==> src/rtl/mem_bus_pkg.sv <==
// Shared types and default address map for the CPU memory bus controller.
package mem_bus_pkg;

  localparam int unsigned ADDR_W     = 16;
  localparam int unsigned GFX_ADDR_W = 14;
  localparam int unsigned WAIT_W     = 4;

  localparam logic [7:0]            GFX_LO_DEF   = 8'h80;
  localparam logic [7:0]            GFX_HI_DEF   = 8'h8A;
  localparam logic [ADDR_W-1:0]     KBD_ADDR_DEF = 16'hFE00;
  localparam logic [7:0]            ROM_PAGE     = 8'hFF;

  // Idle values parked on device address lines outside of ACCESS
  localparam logic [ADDR_W-1:0]     RAM_ADDR_IDLE = 16'hFFFF;
  localparam logic [ADDR_W-1:0]     ROM_ADDR_IDLE = 16'hFFFF;
  localparam logic [GFX_ADDR_W-1:0] GFX_ADDR_IDLE = 14'h3FFF;

  typedef enum logic [2:0] {
    REG_RAM,
    REG_KBD,
    REG_ROM,
    REG_GFX,
    REG_NONE
  } region_e;

  typedef enum logic [1:0] {
    ST_IDLE,
    ST_ACCESS,
    ST_RESP
  } state_e;

  // Wait-state count for a region; keyboard and unmapped never wait
  function automatic logic [WAIT_W-1:0] region_wait(input region_e     region,
                                                   input int unsigned ram_w,
                                                   input int unsigned rom_w,
                                                   input int unsigned gfx_w);
    logic [WAIT_W-1:0] w;
    w = '0;
    case (region)
      REG_RAM: w = WAIT_W'(ram_w);
      REG_ROM: w = WAIT_W'(rom_w);
      REG_GFX: w = WAIT_W'(gfx_w);
      default: w = '0;
    endcase
    return w;
  endfunction

endpackage

==> src/rtl/addr_region_decode.sv <==
// Combinational virtual-address decoder: region select plus per-device translated addresses.
module addr_region_decode
  import mem_bus_pkg::*;
#(
  parameter logic [7:0]        GFX_LO   = GFX_LO_DEF,
  parameter logic [7:0]        GFX_HI   = GFX_HI_DEF,
  parameter logic [ADDR_W-1:0] KBD_ADDR = KBD_ADDR_DEF
) (
  input  logic [ADDR_W-1:0]     addr,
  output region_e               region_c,
  output logic [ADDR_W-1:0]     ram_addr_c,
  output logic [ADDR_W-1:0]     rom_addr_c,
  output logic [GFX_ADDR_W-1:0] gfx_addr_c
);

  logic [7:0] page;

  assign page = addr[15:8];

  // Priority decode, first match wins
  always_comb begin
    region_c = REG_NONE;
    if (!addr[15]) begin
      region_c = REG_RAM;
    end else if (page == ROM_PAGE) begin
      region_c = REG_ROM;
    end else if ((page >= GFX_LO) && (page < GFX_HI)) begin
      region_c = REG_GFX;
    end else if (addr == KBD_ADDR) begin
      region_c = REG_KBD;
    end
  end

  // Address translation for each device view
  always_comb begin
    ram_addr_c = {1'b0, addr[15:1]};
    rom_addr_c = {8'h00, addr[7:0]};
    gfx_addr_c = addr[GFX_ADDR_W-1:0];
  end

endmodule

==> src/rtl/mem_bus_ctrl.sv <==
// Sequential CPU bus controller: decodes, applies wait states, drives devices, returns registered data.
module mem_bus_ctrl
  import mem_bus_pkg::*;
#(
  parameter int unsigned       DATA_W   = 16,
  parameter int unsigned       RAM_WAIT = 1,
  parameter int unsigned       ROM_WAIT = 0,
  parameter int unsigned       GFX_WAIT = 0,
  parameter logic [7:0]        GFX_LO   = GFX_LO_DEF,
  parameter logic [7:0]        GFX_HI   = GFX_HI_DEF,
  parameter logic [ADDR_W-1:0] KBD_ADDR = KBD_ADDR_DEF
) (
  input  logic                  clk,
  input  logic                  rst,
  input  logic                  cpu_req,
  input  logic                  cpu_we,
  input  logic [ADDR_W-1:0]     cpu_addr,
  input  logic [DATA_W-1:0]     cpu_wdata,
  output logic                  cpu_ready,
  output logic                  cpu_err,
  output logic [DATA_W-1:0]     cpu_rdata,
  output logic [ADDR_W-1:0]     ram_addr,
  output logic                  ram_en,
  output logic                  ram_we,
  output logic [DATA_W-1:0]     ram_wdata,
  input  logic [DATA_W-1:0]     ram_rdata,
  output logic [ADDR_W-1:0]     rom_addr,
  input  logic [DATA_W-1:0]     rom_rdata,
  output logic [GFX_ADDR_W-1:0] gfx_addr,
  output logic                  gfx_we,
  output logic [DATA_W-1:0]     gfx_wdata,
  input  logic [DATA_W-1:0]     kbd_rdata,
  input  logic                  kbd_valid,
  output logic                  kbd_pop
);

  state_e                state_q, state_d;
  region_e               region_q, region_d;
  logic                  we_q, we_d;
  logic [DATA_W-1:0]     wdata_q, wdata_d;
  logic [WAIT_W-1:0]     wait_cnt_q, wait_cnt_d;
  logic                  cpu_ready_q, cpu_ready_d;
  logic                  cpu_err_q, cpu_err_d;
  logic [DATA_W-1:0]     cpu_rdata_q, cpu_rdata_d;
  logic [ADDR_W-1:0]     ram_addr_q, ram_addr_d;
  logic                  ram_en_q, ram_en_d;
  logic                  ram_we_q, ram_we_d;
  logic [ADDR_W-1:0]     rom_addr_q, rom_addr_d;
  logic [GFX_ADDR_W-1:0] gfx_addr_q, gfx_addr_d;
  logic                  gfx_we_q, gfx_we_d;
  logic                  kbd_pop_q, kbd_pop_d;

  region_e               dec_region;
  logic [ADDR_W-1:0]     dec_ram_addr;
  logic [ADDR_W-1:0]     dec_rom_addr;
  logic [GFX_ADDR_W-1:0] dec_gfx_addr;

  addr_region_decode #(
    .GFX_LO   (GFX_LO),
    .GFX_HI   (GFX_HI),
    .KBD_ADDR (KBD_ADDR)
  ) u_decode (
    .addr       (cpu_addr),
    .region_c   (dec_region),
    .ram_addr_c (dec_ram_addr),
    .rom_addr_c (dec_rom_addr),
    .gfx_addr_c (dec_gfx_addr)
  );

  // Next-state and registered-output logic; device outputs are set one cycle
  // ahead so they are valid exactly while the FSM sits in ACCESS
  always_comb begin
    state_d     = state_q;
    region_d    = region_q;
    we_d        = we_q;
    wdata_d     = wdata_q;
    wait_cnt_d  = wait_cnt_q;
    cpu_ready_d = 1'b0;
    cpu_err_d   = 1'b0;
    cpu_rdata_d = cpu_rdata_q;
    ram_addr_d  = ram_addr_q;
    ram_en_d    = ram_en_q;
    ram_we_d    = 1'b0;
    rom_addr_d  = rom_addr_q;
    gfx_addr_d  = gfx_addr_q;
    gfx_we_d    = 1'b0;
    kbd_pop_d   = 1'b0;

    case (state_q)
      ST_IDLE: begin
        if (cpu_req) begin
          region_d = dec_region;
          we_d     = cpu_we;
          wdata_d  = cpu_wdata;
          if ((dec_region == REG_NONE) || ((dec_region == REG_ROM) && cpu_we)) begin
            state_d     = ST_RESP;
            cpu_ready_d = 1'b1;
            cpu_err_d   = 1'b1;
            cpu_rdata_d = '0;
          end else begin
            state_d    = ST_ACCESS;
            wait_cnt_d = region_wait(dec_region, RAM_WAIT, ROM_WAIT, GFX_WAIT);
            case (dec_region)
              REG_RAM: begin
                ram_addr_d = dec_ram_addr;
                ram_en_d   = 1'b1;
                ram_we_d   = cpu_we;
              end
              REG_ROM: rom_addr_d = dec_rom_addr;
              REG_GFX: begin
                gfx_addr_d = dec_gfx_addr;
                gfx_we_d   = cpu_we;
              end
              default: ;
            endcase
          end
        end
      end

      ST_ACCESS: begin
        if (wait_cnt_q != '0) begin
          wait_cnt_d = wait_cnt_q - WAIT_W'(1);
        end else begin
          state_d     = ST_RESP;
          cpu_ready_d = 1'b1;
          ram_addr_d  = RAM_ADDR_IDLE;
          ram_en_d    = 1'b0;
          rom_addr_d  = ROM_ADDR_IDLE;
          gfx_addr_d  = GFX_ADDR_IDLE;
          cpu_rdata_d = '0;
          if (!we_q) begin
            case (region_q)
              REG_RAM: cpu_rdata_d = ram_rdata;
              REG_ROM: cpu_rdata_d = rom_rdata;
              REG_KBD: begin
                if (kbd_valid) begin
                  cpu_rdata_d = kbd_rdata;
                  kbd_pop_d   = 1'b1;
                end
              end
              default: cpu_rdata_d = '0;
            endcase
          end
        end
      end

      ST_RESP: state_d = ST_IDLE;

      default: state_d = ST_IDLE;
    endcase
  end

  // State and output registers with synchronous reset
  always_ff @(posedge clk) begin
    if (rst) begin
      state_q     <= ST_IDLE;
      region_q    <= REG_NONE;
      we_q        <= 1'b0;
      wdata_q     <= '0;
      wait_cnt_q  <= '0;
      cpu_ready_q <= 1'b0;
      cpu_err_q   <= 1'b0;
      cpu_rdata_q <= '0;
      ram_addr_q  <= RAM_ADDR_IDLE;
      ram_en_q    <= 1'b0;
      ram_we_q    <= 1'b0;
      rom_addr_q  <= ROM_ADDR_IDLE;
      gfx_addr_q  <= GFX_ADDR_IDLE;
      gfx_we_q    <= 1'b0;
      kbd_pop_q   <= 1'b0;
    end else begin
      state_q     <= state_d;
      region_q    <= region_d;
      we_q        <= we_d;
      wdata_q     <= wdata_d;
      wait_cnt_q  <= wait_cnt_d;
      cpu_ready_q <= cpu_ready_d;
      cpu_err_q   <= cpu_err_d;
      cpu_rdata_q <= cpu_rdata_d;
      ram_addr_q  <= ram_addr_d;
      ram_en_q    <= ram_en_d;
      ram_we_q    <= ram_we_d;
      rom_addr_q  <= rom_addr_d;
      gfx_addr_q  <= gfx_addr_d;
      gfx_we_q    <= gfx_we_d;
      kbd_pop_q   <= kbd_pop_d;
    end
  end

  assign cpu_ready = cpu_ready_q;
  assign cpu_err   = cpu_err_q;
  assign cpu_rdata = cpu_rdata_q;
  assign ram_addr  = ram_addr_q;
  assign ram_en    = ram_en_q;
  assign ram_we    = ram_we_q;
  assign ram_wdata = wdata_q;
  assign rom_addr  = rom_addr_q;
  assign gfx_addr  = gfx_addr_q;
  assign gfx_we    = gfx_we_q;
  assign gfx_wdata = wdata_q;
  assign kbd_pop   = kbd_pop_q;

endmodule

==> config.mk <==
export PLATFORM = sky130hd
export DESIGN_NAME = mem_bus_ctrl
export DESIGN_NICKNAME = d
export VERILOG_FILES = /design/src/rtl/mem_bus_pkg.sv /design/src/rtl/addr_region_decode.sv /design/src/rtl/mem_bus_ctrl.sv
export SDC_FILE = /design/constraint.sdc
export NUM_CORES = 1
export LEC_CHECK = 0
export ABC_AREA = 1
export BUFFER_PORTS_ARGS = -buffer_cell sky130_fd_sc_hd__buf_2
export CAP_MARGIN = 20
export CORE_MARGIN = 2
export CORE_UTILIZATION = 43
export DETAILED_ROUTE_END_ITERATION = 16
export GPL_TIMING_DRIVEN = 1
export PLACE_DENSITY = 0.81
export SETUP_SLACK_MARGIN = 0.3
export SLEW_MARGIN = 0
export SYNTH_ARGS = -nofsm -noshare
export SYNTH_HDL_FRONTEND = slang
export SYNTH_SLANG_ARGS = --single-unit
==> constraint.sdc <==
create_clock -name clk -period 1.6 [get_ports clk]
set_input_delay 0.48 -clock clk [delete_from_list [all_inputs] [get_ports clk]]
set_output_delay 0.48 -clock clk [all_outputs]
set_load 0.005 [all_outputs]
; ---- Yosys cells after proc, flatten, opt, wreduce, memory -nomap -nowiden
; Index checks and enable logic that the tools add are counted.
[word_totals]
reg_bits = 94
elab_cells = 103
[op_classes]
muxes = 44
n_bitwise = 6
n_lt_le_gt_ge = 2
eq_ne = 16
reduce_logical = 19
n_addsub = 1
[op_table]
columns = op, count
row1 = $mux 16, 12
row2 = $pmux 16 s2, 3
row3 = $mux 14, 4
row4 = $pmux 16 s3, 1
row5 = $pmux 14 s2, 1
row6 = $eq 16x16->1 const B, 1
row7 = $reduce_and 5->1, 3
row8 = $reduce_or 5->1, 3
row9 = $mux 3, 4
row10 = $mux 4, 3
row11 = $ne 2x2->1 const B, 6
row12 = $eq 3x2->1 const B, 3
row13 = $mux 1, 9
row14 = $eq 8x8->1 const B, 1
row15 = $ge 8x8->1 const B, 1
row16 = $lt 8x8->1 const B, 1
row17 = $pmux 4 s2, 1
row18 = $reduce_and 4->1, 2
row19 = $logic_not 3->1, 2
row20 = $mux 2, 3
row21 = $not 1->1, 6
row22 = $ne 2x1->1 const B, 2
row23 = $pmux 1 s2, 2
row24 = $pmux 2 s2, 1
row25 = other kinds (11), 13

; ---- Logic depth before layout (Yosys ltp)
; Gate-level depths: netlist (run 1).
[depth]
depth_word = 11
depth_mapped = 13
ltp_nobuf = 12

; ---- Hierarchy
; A second synthesis (run 1) with hierarchy kept.
[hier_totals]
hier_cells = 651
hier_area_um2 = 4889.7
[by_module_without_submodules]
columns = module, area_per_inst_um2, seq_area_each_um2, cells_per_inst, n_inst
row1 = mem_bus_ctrl, 4410.5, 1881.8, 573, 1
row2 = addr_region_decode, 479.2, 0.0, 78, 1

; ---- Worst setup path after synthesis (run 1)
; No wires, ideal clock.
[synth_path]
kind = in2reg
startpoint = input port cpu_addr[9]
endpoint = register gfx_addr_q[10] (netlist: gfx_addr[10])
cell_stages = 9
n_path_buf = 1
slack_ns = -0.090
arrival_ns = 1.560
required_time_ns = 1.470
path_cell_list = o21ai_0 -> nand4_1 -> nand3_2 -> nand2_1 -> nand2_2 -> nand3_2 -> buf_2 -> nand2_1 -> nand3_1
[synth_via]
elab_chain_cells = 10
elab_cells_between_ends = 17
[synth_lines]
columns = element, line_no
row1 = "start, declared", mem_bus_ctrl.sv:17  ; input logic [ADDR_W-1:0] cpu_addr,
row2 = $ge 8x8->1 (tied with other cells), addr_region_decode.sv:27  ; end else if ((page >= GFX_LO) && (page < GFX_HI)) begin
row3 = $logic_and 1x1->1 / $mux 3 (equally long branches), "addr_region_decode.sv:27, addr_region_decode.sv:29"
row4 = $mux 3, addr_region_decode.sv:27
row5 = $mux 3 (*), addr_region_decode.sv:25  ; end else if (page == ROM_PAGE) begin
row6 = $mux 3 (*), addr_region_decode.sv:23  ; if (!addr[15]) begin
row7 = $eq 3x2->1, mem_bus_ctrl.sv:95  ; if ((dec_region == REG_NONE) || ((dec_region == REG_ROM) && cpu_we)) begin
row8 = $logic_and 1x1->1, mem_bus_ctrl.sv:95
row9 = $logic_or 1x1->1, mem_bus_ctrl.sv:95
row10 = $ne 2x2->1 (no line), -
row11 = $reduce_and 5->1 (no line) (*), -
row12 = "end signal, assigned", mem_bus_ctrl.sv:184  ; gfx_addr_q <= gfx_addr_d;
row13 = "end, declared", mem_bus_ctrl.sv:49  ; logic [GFX_ADDR_W-1:0] gfx_addr_q, gfx_addr_d;
; Every way passes the cells marked *; elsewhere a longest branch is shown, timed or not.
; A chain may end at the register's enable or synchronous reset.

; ---- Final worst setup path (run 1)
[layout_path]
startpoint = register wait_cnt_q[0]
endpoint = register gfx_addr_q[12] (netlist: gfx_addr[12])
[layout_via]
elab_chain_cells = 3
[layout_lines]
columns = element, line_no
row1 = "start, declared", mem_bus_ctrl.sv:41  ; logic [WAIT_W-1:0] wait_cnt_q, wait_cnt_d;
row2 = "start signal, assigned", mem_bus_ctrl.sv:176  ; wait_cnt_q <= wait_cnt_d;
row3 = $reduce_bool 4->1, mem_bus_ctrl.sv:121  ; if (wait_cnt_q != '0) begin
row4 = $ne 2x2->1 (no line), -
row5 = $reduce_and 5->1 (no line), -
; Every way passes these cells.

==> results of run 1 <==
[worst min-delay path: stages]
cell and delay (ns):
buf_2 0.08, nand2_1 0.04, nand2_1 0.05
[power breakdown]
group	internal [mW]	switching, mW	leakage, nW
Combinational	1.04	1.08	2.57
Sequential	2.37	0.154	0.714
Clock	1.06	0.907	0.122
Total	4.47	2.15	3.41
[metal layers]
layer,vias to the layer above,part of all wire,track usage
met5,-,0,0
met4,0,0.076,0.188
met3,140,0.11,0.0849
met2,417,0.47,0.513
met1,2495,0.34,0.298
li1,2364,-,-
[flip-flops by register name, summed over array words and instances, names as in the netlist, 2 cells and up]
| signal | count |
|---|---|
| wait_cnt_q | 4 |
| ram_addr | 16 |
| gfx_wdata | 16 |
| gfx_addr | 14 |
| rom_addr | 9 |
| cpu_rdata | 16 |
| region_q | 3 |
| state_q | 2 |
[layout make-up]
class,count,area (sq um)
Multi-Input combinational cell,417,2510
Timing Repair Buffer,279,2310
Fill cell,550,2060
Sequential cell,87,1840
Tap cell,129,161
Clock inverter,7,126
Clock buffer,9,124
Inverter,23,103
Timing Repair inverter,1,6.26
Antenna cell,1,2.50
[worst paths after layout]
| path | start | to | slack (ns) | cells after the start |
|---|---|---|---|---|
| setup reg to reg | wait_cnt_q[0] | gfx_addr[12] | -0.25 | 10 |
| hold reg to reg | ram_en | ram_en | 0.47 | 2 |
| setup / recovery | wait_cnt_q[0] | gfx_addr[12] | -0.25 | 10 |
| hold / removal | cpu_wdata[2] | gfx_wdata[2] | 0.31 | 3 |
[synthesized netlist by cell type (all sizes together) (4+ instances only)]
cell / number / area share
nand2: 190 / 0.18
o21ai: 4 / 0.0049
dfxtp: 87 / 0.42
nand4: 35 / 0.053
nor2: 54 / 0.050
or2: 14 / 0.021
a21oi: 6 / 0.0073
nand3: 95 / 0.12
buf: 43 / 0.071
clkbuf: 12 / 0.011
inv: 21 / 0.019
nor3: 5 / 0.0098
[logic make-up (layout without fill, tap and decap cells)]
| group | count (synthesis) | after routing |
|---|---|---|
| AND/OR/NAND/NOR | 395 | 400 |
| flip-flops | 87 | 87 |
| buffers and inverters | 78 | 319 |
| AO/OA/AOI/OAI | 14 | 14 |
| XOR/XNOR | 2 | 2 |
| adder cells (fa/ha/maj) | 1 | 1 |
| other | 0 | 1 |
[what timing repair did]
item / in CTS / in global routing
resized for setup: 145 / 148
gates cloned: 11 / 2
pin swaps: 41 / 40
setup endpoints to repair: 149 / 184
buffers inserted: 30 / 23
==> impl_metrics.env, run 1 <==
export IMPL_core_sq_um=9240
export IMPL_hold_viol_final=0
export IMPL_cts_clk_slew_worst_paths_ns=0.11
export IMPL_rsz0062_at_grt="true"
export IMPL_path_delay_family="simple AND/OR/NAND/NOR gates"
export IMPL_power_mw=6.62
export IMPL_synth_fa_ha_area_frac=0.00305
export IMPL_io_pins=185
export IMPL_final_cell_mix="133 x nand2_1, 129 x buf_2, 78 x dfxtp_2, 74 x nand3_1, 65 x buf_6"
export IMPL_dpl_hpwl_um=8990
export IMPL_endpoint_kind="register"
export IMPL_crit_chain="inv_2 > ha_4 > nand2_4 > nor2_4 > nor2_4 > clkinv_4 > buf_6 > nand3_4 > nand2_2 > nand2_1"
export IMPL_ys_ff_latch=87
export IMPL_drt_iter0_markers=400
export IMPL_status="complete, but fails checks"
export IMPL_relSlewSlack=0.709
export IMPL_arrival_ns=2.16
export IMPL_wl_per_cell_um=20.2
export IMPL_peakVddDrop_mv=0.531
export IMPL_async_flop_share=0
export IMPL_cts_hold_buffers=0
export IMPL_synth_edff_count=0
export IMPL_holdWs_ns=0.307
export IMPL_synthMuxAreaShare=0
export IMPL_crit_buf_inv=3
export IMPL_fin_tns_setup_ns=-3.13
export IMPL_drc=0
export IMPL_grt_pass1_wl_um=23600
export IMPL_grt_pass1_vias=4960
export IMPL_ys_warnings_count=0
export IMPL_period_share=1.16
export IMPL_nets=904
export IMPL_hp_class="input pin to register"
export IMPL_finish_instance_area_sq_um=7180
export IMPL_drt_pre_antenna_iters=7
export IMPL_place_inst=870
export IMPL_p_per_area_nw_per_um2=921
export IMPL_grt_ovfl_total=0
export IMPL_crit_type="register to register"
export IMPL_fin_skew_ns=0.0189
export IMPL_drive_gt1_frac=0.618
export IMPL_grt_max_degree=35
export IMPL_max_freq_mhz=541
export IMPL_synth_area_sq_um=4100
export IMPL_synth_ff_type="dfxtp_1"
export IMPL_numPortBuffers=184
export IMPL_fin_util=0.777
export IMPL_ant_nets=0
export IMPL_stdcell_count=953
export IMPL_synth_cell_types=31
export IMPL_die_y_um=102
export IMPL_crit_fanout=8
export IMPL_cts_root_buf="clkbuf_8"
export IMPL_wirelength_um=19300
export IMPL_cp_slowest_cell="dfxtp_2"
export IMPL_die_w_um=102
export IMPL_htreeDepth=3
export IMPL_cts_buffers=9
export IMPL_synthSimpleGateAreaFrac=0.438
export IMPL_setup_viol=53
export IMPL_crit_required_ns=1.91
export IMPL_tritoncts="yes"
export IMPL_initial_core_util=0.444
export IMPL_seq_area_frac_synth=0.425
export IMPL_final_common_cell="nand2_1"
export IMPL_gp_congestion=0.966
export IMPL_syn_area_per_cell_sq_um=7.10
export IMPL_finalWorstSetupSlack_ns=-0.250
export IMPL_vias=5416
export IMPL_critPathLaunchType="register"
export IMPL_syn_inst=577
export IMPL_clkSinkCount=87
export IMPL_crit_top_cell="nor2_4"
export IMPL_slew_violations=0
export IMPL_num_rows=35
export IMPL_placedInstanceArea_sq_um=5300
export IMPL_synth_nets=663
export IMPL_slowest_delay_ns=0.37
export IMPL_synth_compound_area_frac=0.0256
export IMPL_tightest_slew_ns=0.437
export IMPL_cts_path_max_buffers=2
export IMPL_post_place_ws_ns=-0.303
export IMPL_grt_antenna_before_repair=1
export IMPL_synth_top_family_by_area="simple AND/OR/NAND/NOR gates"
export IMPL_vias_per_cell=5.68
export IMPL_clock_latency_ns=0.37
export IMPL_violations="negative setup slack"
export IMPL_grtUsageTotal=0.291
export IMPL_drv_cap=0
export IMPL_syn2layout_area_growth_pct=75.2
export IMPL_yosys_area_share_xor_xnor=0.00427
export IMPL_fp_dieArea_sq_um=10300
export IMPL_p_leak_nw=3.41
export IMPL_period_needed_ns=1.85
Note: power is estimated with default switching activity, not from simulation.
==> inputs of run 2 (changes only) <==
Settings changed: CORE_MARGIN 2 to unset.
==> run 2 against run 1 <==
Design area is 7.1% lower. Hold slack gained 0.0067 ns. The flow still finishes with violations (negative setup slack). Clock power fell by 26%. Total power fell by 14%. Worst setup slack gained 0.24 ns. Global-route usage is 3.3 points lower. Flip-flop and latch count unchanged. Critical path type unchanged. Sequential power barely moved. Via count down 9.3%. Clock skew fell by 0.0021 ns. Count of clock-buffer cells in the layout unchanged. First-iteration DRC count decreased by 28%. Largest cell class unchanged. Highest routed layer unchanged.
==> impl_metrics.env, run 2 (synthesized netlist as in run 1, its figures left out) <==
export IMPL_htreeDepth=3
export IMPL_slew_violations=0
export IMPL_dpl_hpwl_um=8780
export IMPL_final_common_cell="nand2_1"
export IMPL_rsz0062_at_grt="true"
export IMPL_crit_buf_inv=3
export IMPL_comb_power_share=0.306
export IMPL_drc=0
export IMPL_r2r_cells=10
export IMPL_p_clk_frac=0.256
export IMPL_io_pins=185
export IMPL_grt_max_degree=34
export IMPL_finalWorstSetupSlack_ns=-0.00504
export IMPL_peakVddDrop_mv=0.635
export IMPL_cp_slowest_cell="dfxtp_2"
export IMPL_holdWs_ns=0.314
export IMPL_vias=4913
export IMPL_num_rows=35
export IMPL_intPower_mw=3.82
export IMPL_crit_fanout=8
export IMPL_core_sq_um=9240
export IMPL_hold_depth=3
export IMPL_nets=876
export IMPL_fp_dieArea_sq_um=9930
export IMPL_period_share=1.00
export IMPL_hp_class="input pin to register"
export IMPL_drv_cap=0
export IMPL_cts_path_max_buffers=2
export IMPL_drive_gt1_frac=0.581
export IMPL_setup_viol=2
export IMPL_p_leak_nw=3.20
export IMPL_endpoint_kind="register"
export IMPL_place_inst=873
export IMPL_switchingPower_mw=1.89
export IMPL_p_per_area_nw_per_um2=855
export IMPL_gp_congestion=0.895
export IMPL_clkSinkCount=87
export IMPL_arrival_ns=1.90
export IMPL_violations="negative setup slack"
export IMPL_crit_required_ns=1.89
export IMPL_swShare=0.331
export IMPL_r2r_start="state_q[0]"
export IMPL_path_delay_family="simple AND/OR/NAND/NOR gates"
export IMPL_max_freq_mhz=623
export IMPL_ant_nets=0
export IMPL_tritoncts="yes"
export IMPL_grt_antenna_before_repair=0
export IMPL_hold_viol_final=0
export IMPL_antennaDiodeCount=0
export IMPL_vias_per_cell=5.32
export IMPL_crit_chain="inv_2 > or2_4 > clkinv_4 > nand2_4 > a211oi_4 > clkbuf_16 > nand2_1 > nand3_1 > nand2_1 > nor2_1"
export IMPL_crit_top_cell="nand2_1"
export IMPL_initial_core_util=0.444
export IMPL_grt_pass1_wl_um=20400
export IMPL_tightest_slew_ns=0.376
export IMPL_drt_iter0_markers=289
export IMPL_die_w_um=99.6
export IMPL_wl_per_cell_um=15.4
export IMPL_cts_clk_slew_worst_paths_ns=0.09
export IMPL_final_cell_mix="150 x nand2_1, 141 x buf_2, 79 x dfxtp_2, 78 x nand3_1, 47 x buf_6"
export IMPL_grt_pass1_vias=4348
export IMPL_syn2layout_area_growth_pct=62.7
export IMPL_cts_root_buf="clkbuf_8"
export IMPL_r2r_slack_ns=-0.005
export IMPL_status="complete, but fails checks"
export IMPL_grtUsageTotal=0.257
export IMPL_numPortBuffers=184
export IMPL_pwr_share_seq=0.438
export IMPL_cts_buffers=9
export IMPL_cts_hold_buffers=0
export IMPL_grt_ovfl_total=0
export IMPL_die_y_um=99.6
export IMPL_slowest_delay_ns=0.34
export IMPL_hold_end="gfx_wdata[6]"
export IMPL_fin_tns_setup_ns=-0.00655
export IMPL_relSlewSlack=0.749
export IMPL_post_place_ws_ns=-0.279
export IMPL_crit_type="register to register"
export IMPL_stdcell_count=924
export IMPL_drt_pre_antenna_iters=5
export IMPL_hp_start="cpu_wdata[6]"
export IMPL_wirelength_um=14200
export IMPL_critPathLaunchType="register"
export IMPL_clock_latency_ns=0.36
export IMPL_r2r_end="cpu_rdata[0]"
export IMPL_fin_skew_ns=0.0168
export IMPL_period_needed_ns=1.61
run 2: cell types whose count changed in the layout (fill, tap and decap cells not counted), sizes merged, moves of 2 or more:
| cell | delta |
|---|---|
| clkinv | +2 |
| buf | -29 |
| bufinv | -3 |
| clkinvlp | +2 |
run 2: tightest hold or removal path, delay by kind of cell:
family | cells | cell delay, ns
simple gates | 2 | 0.09
buf+inv | 1 | 0.08
run 2: power groups by stage:
stage,combinational (mW),clock (mW),sequential (mW)
3_3_place_gp,1.19,0,2.48
3_5_place_dp,1.22,0,2.49
5_1_grt,1.88,1.61,2.51
6_report,1.75,1.46,2.50
2_1_floorplan,0.728,0,2.50
4_1_cts,1.45,1.49,2.47
run 2: what timing repair did:
item                       CTS  global route
setup buffers               10            15
pin swaps                   25            35
gates cloned                 7             3
setup endpoints to repair  142           186
resized for setup          120           138
run 2: how the worst max path moves through the flow:
stage	from	slack, ns	end	cells past startpoint
6_report	state_q[0]	-0.005	cpu_rdata[0]	10
5_1_grt	state_q[0]	-0.1	cpu_rdata[2]	10
4_1_cts	wait_cnt_q[1]	0.1	gfx_addr[1]	9
3_5_place_dp	cpu_addr[9]	-0.28	ram_addr[0]	12
3_3_place_gp	cpu_addr[9]	-0.22	ram_addr[1]	12
2_1_floorplan	cpu_addr[9]	-0.04	rom_addr[0]	9
run 2: area by class of cell:
| type | instances | area (sq um) |
|---|---|---|
| fillers | 650 | 2570 |
| inverters | 23 | 98.8 |
| clock inverters | 7 | 65.1 |
| repair buffers | 251 | 1930 |
| clock buffers | 9 | 124 |
| flip-flops and latches | 87 | 1840 |
| well taps | 129 | 161 |
| multi-input cells | 417 | 2430 |
| repair inverters | 1 | 16.3 |
run 2: metal layers:
layer	track usage	part of all wire	up-vias
met3	0.0583	0.074	46
met1	0.309	0.39	2284
met2	0.454	0.51	273
met5	0	0	-
met4	0.0837	0.033	0
li1	-	-	2310
run 2: through the flow:
| step | total power, mW | util | area [sq um] |
|---|---|---|---|
| after CTS | 5.41 | 0.649 | 6000 |
| final | 5.70 | 0.722 | 6670 |
| after floorplan | 3.23 | - | 4260 |
| after global routing | 6.01 | 0.722 | 6670 |
| after global placement | 3.67 | 0.576 | 5320 |
| after detailed placement | 3.71 | 0.576 | 5320 |
==> inputs of run 3 (changes only) <==
Settings changed: CORE_UTILIZATION 43 to 47, PLACE_DENSITY 0.81 to 0.84.
Clock period 1.6 ns to 1.71 ns, I/O delays scaled along.
==> run 3 against run 2 <==
The run now ends clean. Worst setup slack gained 0.024 ns. Non-clock buffer count fell by 5. Combinational power shrank 7%. Design area down 5.6%. Flip-flop and latch count is the same. Highest routed layer unchanged.
==> impl_metrics.env, run 3 (synthesized netlist as in run 1, its figures left out) <==
export IMPL_grt_pass1_wl_um=19900
export IMPL_holdWs_ns=0.341
export IMPL_intPower_mw=3.65
export IMPL_place_inst=848
export IMPL_drc=0
export IMPL_r2r_end="cpu_rdata[2]"
export IMPL_crit_required_ns=1.94
export IMPL_hp_start="cpu_wdata[3]"
export IMPL_rsz0062_at_grt="true"
export IMPL_swShare=0.330
export IMPL_power_mw=5.45
export IMPL_status="finished, final reports clean"
export IMPL_antennaDiodeCount=0
export IMPL_critPathLaunchType="input pin"
export IMPL_setup_viol=0
export IMPL_cts_buffers=9
export IMPL_arrival_ns=1.92
export IMPL_drt_iter0_markers=330
export IMPL_die_y_um=95.4
export IMPL_fin_tns_setup_ns=0
export IMPL_stdcell_count=893
export IMPL_drive_gt1_frac=0.497
export IMPL_final_common_cell="buf_2"
export IMPL_htreeDepth=3
export IMPL_clock_latency_ns=0.37
export IMPL_pwr_share_seq=0.423
export IMPL_hold_viol_final=0
export IMPL_grt_max_degree=34
export IMPL_r2r_cells=11
export IMPL_slew_violations=0
export IMPL_numPortBuffers=184
export IMPL_core_sq_um=8340
export IMPL_grt_antenna_before_repair=0
export IMPL_period_share=0.989
export IMPL_wirelength_um=14800
export IMPL_grt_ovfl_total=0
export IMPL_dpl_hpwl_um=8570
export IMPL_nets=869
export IMPL_r2r_slack_ns=0.05
export IMPL_switchingPower_mw=1.80
export IMPL_max_freq_mhz=591
export IMPL_die_w_um=95.4
export IMPL_r2r_start="wait_cnt_q[1]"
export IMPL_cts_clk_slew_worst_paths_ns=0.10
export IMPL_grt_pass1_vias=4359
export IMPL_fp_dieArea_sq_um=9100
export IMPL_tritoncts="yes"
export IMPL_gp_congestion=0.857
export IMPL_cts_root_buf="clkbuf_8"
export IMPL_peakVddDrop_mv=0.648
export IMPL_hp_class="input pin to register"
export IMPL_hold_end="gfx_wdata[3]"
export IMPL_tightest_slew_ns=0.497
export IMPL_hold_depth=3
export IMPL_p_clk_frac=0.278
export IMPL_syn2layout_area_growth_pct=53.6
export IMPL_cp_slowest_cell="nand3_4"
export IMPL_crit_fanout=7
export IMPL_endpoint_kind="register"
export IMPL_path_delay_family="simple AND/OR/NAND/NOR gates"
export IMPL_crit_chain="buf_2 > nor2_1 > nand2_1 > nor2_1 > nand2_1 > nand3_2 > nand2_4 > nand2_8 > buf_12 > nand3_4 > nand2_2 > nand3_1"
export IMPL_grtUsageTotal=0.282
export IMPL_comb_power_share=0.300
export IMPL_final_cell_mix="171 x buf_2, 147 x nand2_1, 74 x nand3_1, 74 x dfxtp_1, 42 x nor2_1"
export IMPL_p_leak_nw=3.07
export IMPL_relSlewSlack=0.668
export IMPL_initial_core_util=0.491
export IMPL_slowest_delay_ns=0.17
export IMPL_fin_skew_ns=0.0169
export IMPL_period_needed_ns=1.69
export IMPL_clkSinkCount=87
export IMPL_num_rows=33
export IMPL_wl_per_cell_um=16.6
export IMPL_vias_per_cell=5.64
export IMPL_crit_buf_inv=2
export IMPL_vias=5038
export IMPL_ant_nets=0
export IMPL_io_pins=185
export IMPL_drv_cap=0
export IMPL_drt_pre_antenna_iters=6
export IMPL_p_per_area_nw_per_um2=866
export IMPL_crit_type="input pin to register"
export IMPL_cts_path_max_buffers=2
export IMPL_cts_hold_buffers=0
run 3: layer usage:
layer  routed length, um  up-vias  GRT usage
met5                   0        -          0
met4                 994        0      0.160
met1                5370     2296      0.322
met2                7110      352      0.480
met3                1350      100     0.0686
li1                    -     2290          -
run 3: what timing repair did:
action,CTS,global route
resized for setup,22,118
setup endpoints to repair,68,100
cloned,5,6
buffers inserted,5,13
pin swaps,6,59
run 3: worst min-delay path, delay by kind of cell:
family	cells	cell delay, ns
simple gates	2	0.09
buf+inv	1	0.07
run 3: how the worst max path moves through the flow:
stage	from	endpoint	cells past startpoint
finish	cpu_addr[3]	gfx_addr[9]	12
detailed placement	cpu_addr[9]	rom_addr[1]	13
floorplan	cpu_addr[9]	rom_addr[0]	9
CTS	state_q[0]	cpu_rdata[8]	10
global route	cpu_addr[9]	gfx_addr[6]	8
global placement	cpu_addr[9]	rom_addr[0]	13
run 3: area by class of cell:
type                            instances  area (sq um)
Multi-Input combinational cell        416          2370
Fill cell                             546          2040
Sequential cell                        87          1760
Timing Repair Buffer                  246          1730
Tap cell                              105           131
Clock buffer                            9           124
Inverter                               23          98.8
Clock inverter                          7          80.1
run 3: power groups by stage:
stage	clock (mW)	sequential, mW	combinational [mW]
4_1_cts	1.50	2.29	1.29
6_report	1.51	2.31	1.63
3_5_place_dp	0	2.33	1.14
3_3_place_gp	0	2.32	1.11
2_1_floorplan	0	2.34	0.669
5_1_grt	1.61	2.32	1.75
run 3: metrics by stage:
step | setup slack, ns | util | cell area, sq um
2_1_floorplan | 0.0373 | - | 4230
3_3_place_gp | -0.0950 | 0.631 | 5260
3_5_place_dp | -0.155 | 0.631 | 5260
4_1_cts | 0.182 | 0.683 | 5700
5_1_grt | -0.171 | 0.755 | 6300
6_report | 0.0193 | 0.755 | 6300
